$ cat config.mk
export PLATFORM = sky130hd
export DESIGN_NAME = tt_vec_sequencer
export DESIGN_NICKNAME = d
export VERILOG_FILES = /design/src/rtl/truth_table_checker_pkg.sv /design/src/rtl/truth_table_checker_vec_sequencer.sv
export SDC_FILE = /design/constraint.sdc
export NUM_CORES = 1
export LEC_CHECK = 0
export ABC_AREA = 1
export CAP_MARGIN = 10
export CORE_AREA = 2 2 39 41
export DETAILED_ROUTE_END_ITERATION = 8
export DIE_AREA = 0 0 41 43
export GPL_TIMING_DRIVEN = 0
export PLACE_DENSITY = 0.45
export SLEW_MARGIN = 20
export SYNTH_ARGS = -nofsm -noshare
export SYNTH_HDL_FRONTEND = slang
export SYNTH_SLANG_ARGS = --single-unit
$ cat constraint.sdc
create_clock -name clk -period 1.9 [get_ports clk]
set_input_delay 0.285 -clock clk [delete_from_list [all_inputs] [get_ports clk]]
set_output_delay 0.285 -clock clk [all_outputs]
set_load 0.01 [all_outputs]
$ cat src/rtl/truth_table_checker_pkg.sv
// truth_table_checker_pkg: shared FSM states and width helpers for the truth table checker
package truth_table_checker_pkg;
  typedef enum logic [1:0] {ST_IDLE, ST_APPLY, ST_SAMPLE, ST_DONE} state_e;
  function automatic int tmr_w(input int h);
    return (h <= 2) ? 1 : $clog2(h);
  endfunction
  function automatic int rec_w(input int n_in, input int n_out);
    return n_in + 2 * n_out + 1;
  endfunction
endpackage

$ cat src/rtl/truth_table_checker_vec_sequencer.sv
// tt_vec_sequencer: input-vector counter plus per-vector hold timer
module tt_vec_sequencer
  import truth_table_checker_pkg::*;
#(
  parameter int N_IN        = 3,
  parameter int HOLD_CYCLES = 1
) (
  input  logic            clk,
  input  logic            rst_n,
  input  logic            load_i,
  input  logic            adv_i,
  input  logic            tick_i,
  output logic [N_IN-1:0] vec_o,
  output logic            sample_now_o,
  output logic            last_vec_o
);
  localparam int TW = tmr_w(HOLD_CYCLES);
  localparam logic [TW-1:0] TMAX = TW'(HOLD_CYCLES - 1);
  logic [N_IN-1:0] vec_q;
  logic [TW-1:0]   tmr_q;
  always_ff @(posedge clk or negedge rst_n)
    if (!rst_n) begin
      vec_q <= '0;
      tmr_q <= '0;
    end else if (load_i || adv_i) begin
      vec_q <= load_i ? '0 : vec_q + N_IN'(1);
      tmr_q <= TMAX;
    end else if (tick_i && tmr_q != '0) begin
      tmr_q <= tmr_q - TW'(1);
    end
  assign vec_o        = vec_q;
  assign sample_now_o = tmr_q == '0;
  // end of sweep is the all-ones vector, so the counter never wraps
  assign last_vec_o   = &vec_q;
endmodule

### After elaboration in Yosys (flattened, before gate mapping)

Index checks and enable logic that the tools add are counted.

* bits in latches: 0
* RAM bits: 0
* memories: 0
* input bits: 5
* flip-flop bits (word level): 4
* logic and storage cells: 12
* output and inout port bits: 5
* memory bits (read-only): 0

* shift-type cells: 0
* order comparisons: 0
* bitwise logic cells: 1
* mux-type cells: 3
* divide/modulo/power cells: 0
* multiply operators: 0
* add/subtract/negate cells: 2
* equal/unequal tests: 0
* reductions and logical operators: 4

Operators with widths (number)
* $add 3x1->3 const B: 1
* $mux 3: 1
* $reduce_and 3->1: 1
* $mux 1: 2
* $reduce_bool 2->1: 1
* $logic_and 1x1->1: 1
* $logic_or 1x1->1: 1
* $not 1->1: 1
* $sub 1x1->1 const B: 1

### Longest topological paths before layout

* depth in word-level cells: 3
* depth in mapped cells: 4
* gate-level depth less buffers: 4

### Worst setup path after synthesis

OpenSTA, ideal clock, no wires.

* kind: register -> register
* start: register vec_q[0] (netlist: vec_o[0])
* end: register vec_q[2] (netlist: vec_o[2])
* library setup time: 117 ps
* stages on the path, launching flop included: 5
* setup slack: 782 ps
* data required time: 1783 ps
* arrival: 1001 ps
* clock period less this slack: 1118 ps
* path buffers: 0
* cells stage by stage: dfrtp_1 ha_1 ha_1 nand3_1 nand2_1

* longest elaborated chain between the ends: 2

Ends and longest elaborated chain
* from (decl): RTL line truth_table_checker_vec_sequencer.sv:19 `logic [N_IN-1:0] vec_q;`
* from (signal assigned): RTL line truth_table_checker_vec_sequencer.sv:26 `vec_q <= load_i ? '0 : vec_q + N_IN'(1);`
* $add 3x1->3: RTL line truth_table_checker_vec_sequencer.sv:26
* $mux 3: RTL line truth_table_checker_vec_sequencer.sv:26

Every way passes these cells.
A chain may end at the register's enable or synchronous reset.

### Worst setup path in the final report

* start: register vec_q[0] (netlist: vec_o[0])
* end: output port last_vec_o

* longest elaborated chain between the ends: 1

Ends and longest elaborated chain
* $reduce_and 3->1: RTL line truth_table_checker_vec_sequencer.sv:34 `assign last_vec_o = &vec_q;`
* to (decl): RTL line truth_table_checker_vec_sequencer.sv:15 `output logic last_vec_o`

Every way passes these cells.

==> out/results.tsv <==
stage	metric	value	unit
sta	Final Setup Violations	0	
synthesis	Synth Register Bits	4	
pwr	power consumption	0.229	mW
sta	maximum clock rate	0.563	GHz
finish	Filler cells	159	
finish	register area	100	um^2
synthesis	YS warnings	0	
synthesis	Mapped Nets	30	
sta	Setup WS post-layout	0.125	ns
routing	drt first-iter violations	5	
routing	via/cell ratio	3.53	
synthesis	Mapped Area	195	um^2
sta	Fin. Hold Viols	0	
synthesis	post-synthesis sequential area ratio	0.513	
setup_path	CP Max Fanout	4	
sta	worst slew pin tran	0.186	ns
clock_network	CTS tree	done	
sta	setup TNS	0	ns
place	GP Congestion	0.680	
finish	synth-to-layout area growth	67.9	%
setup_path	CP Class	reg2out	
sta	Final period util	0.934	
clock_network	root buf cell	clkbuf_4	
clock_network	# resized after CTS	0	
flow_run	max-cap violations	0	
finish	Nets	44	
place	DP Area	305	um^2
place	hpwl dp	300	um
global_routing	number of global-route vias before repair	158	
die	Rows	14	
place	Setup WS pre-CTS	0.365	ns
finish	most frequent cells in the layout	9 x clkdlybuf4s50_1, 7 x nand2_1, 5 x inv_1	
pwr	P per Cell Area	698	nW/um^2
global_routing	largest net degree at the start of global routing	5	
clock_network	Worst-path clk slew	0.04	ns
synthesis	mean instance size in the synthesized netlist	8.49	um^2
finish	commonest non-fill, non-tap cell in the layout	clkdlybuf4s50_1	
synthesis	unique cell type count in the Yosys netlist	7	
die	Die Wd	41	um
clock_network	clk sinks	4	
die	Die Y	43	um
clock_network	total CTS buffers	3	
sta	Slew Viols, Final	0	
sta	RSZ-0062 raised after global routing	no	
place	IO Port Bufs	9	
routing	ANT nets after route	0	
clock_network	worst skew pair latency	0.24	ns
clock_network	post-CTS setup buffer count	0	
status	status	completed	
die	core region area	1380	um^2
pwr	Leak Pwr	0.167	nW
routing	drt pass-1 iters	2	
global_routing	initial antenna violation count	0	
synthesis	cell count after synthesis	23	
die	Initial Utilization	0.141	
pwr	Max IR drop VDD	255	uV
global_routing	first-pass GRT wire length	621	um
setup_path	critical path required time	1.62	ns
clock_network	clk buf depth	2	
global_routing	grt total ovfl	0	
sta	relative slew slack	0.875	
finish	multi-input logic area	76.3	um^2
routing	wire per inst	7.63	um
finish	fin util	0.237	
finish	# diodes	0	
clock_network	hold_buf cts	0	
finish	share of cells above drive strength 1	0.114	
routing	Vias	180	
sta	clk_skew	0.00336	ns
routing	final wirelength	389	um
global_routing	All-Layer GR Usage	0.0624	
setup_path	crit start category	register	
clock_network	htree depth	1	
setup_path	CP Capture Type	output port	
min_path	hold crit path type	in2async	
die	IO Pins	10	
die	Die ar.	1760	um^2
finish	Design Area, Final	328	um^2
routing	DRC Markers	0	
setup_path	worst-case reg-to-reg path depth	4	
setup_path	r2r setup slk	0.79	ns
sta	min cycle time layout	1.77	ns
setup_path	arrival time worst endpoint	1.49	ns
worst max-delay path, stage by stage (launching register included):
cell	delay, ns
dfrtp_1	0.40
ha_1	0.21
ha_1	0.17
clkdlybuf4s50_1	0.47
Yosys cell counts, drive strengths merged:
library cell | instances | share of area
inv | 5 | 0.096
ha | 2 | 0.13
dfrtp | 4 | 0.51
nand2 | 7 | 0.13
nand3 | 3 | 0.077
nor2 | 2 | 0.051
cell families (layout without fill, tap and decap cells):
kind of cell / count (synthesis) / in the layout / synth area share
fa+ha+maj: 2 / 2 / 0.128
buf+inv: 5 / 17 / 0.0962
simple gates: 12 / 12 / 0.263
flops: 4 / 4 / 0.513
registers in the layout, summed over array words and instances (netlist names):
signal,cells
tmr_q,1
vec_o,3
area by class of cell:
class | count | area share
sequential | 4 | 0.305
timing repair buffer | 9 | 0.275
multi-input combinational | 14 | 0.233
clock buffer | 3 | 0.0687
tap | 16 | 0.0611
inverter | 5 | 0.0573
power breakdown:
group	leakage [nW]	internal [mW]	switching [mW]
sequential	0.0544	0.0893	0.00354
combinational	0.0991	0.0173	0.0125
clock	0.0138	0.0707	0.0354
stage by stage:
step	hold slack [ns]	std cells
CTS	0.252	51
floorplan	-0.0106	23
finish	0.250	51
detailed placement	0.502	48
global route	0.271	51
global placement	0.496	48
final timing paths:
path	endpoint	startpoint
max in group asynchronous	vec_o[0]	rst_n
min in group clk	vec_o[2]	vec_o[2]
worst min-delay path	vec_o[2]	rst_n
worst max-delay path	last_vec_o	vec_o[0]
worst min register to register	vec_o[2]	vec_o[2]
worst max register to register	vec_o[2]	vec_o[0]
metal layers:
metal,up-vias,track usage,wire [um]
met5,-,0,0
met4,0,0.0200,0
met3,0,0.0942,70
met2,12,0.0625,151
met1,75,0.0682,168
li1,93,-,-
Note: power is estimated with default switching activity, not from simulation.
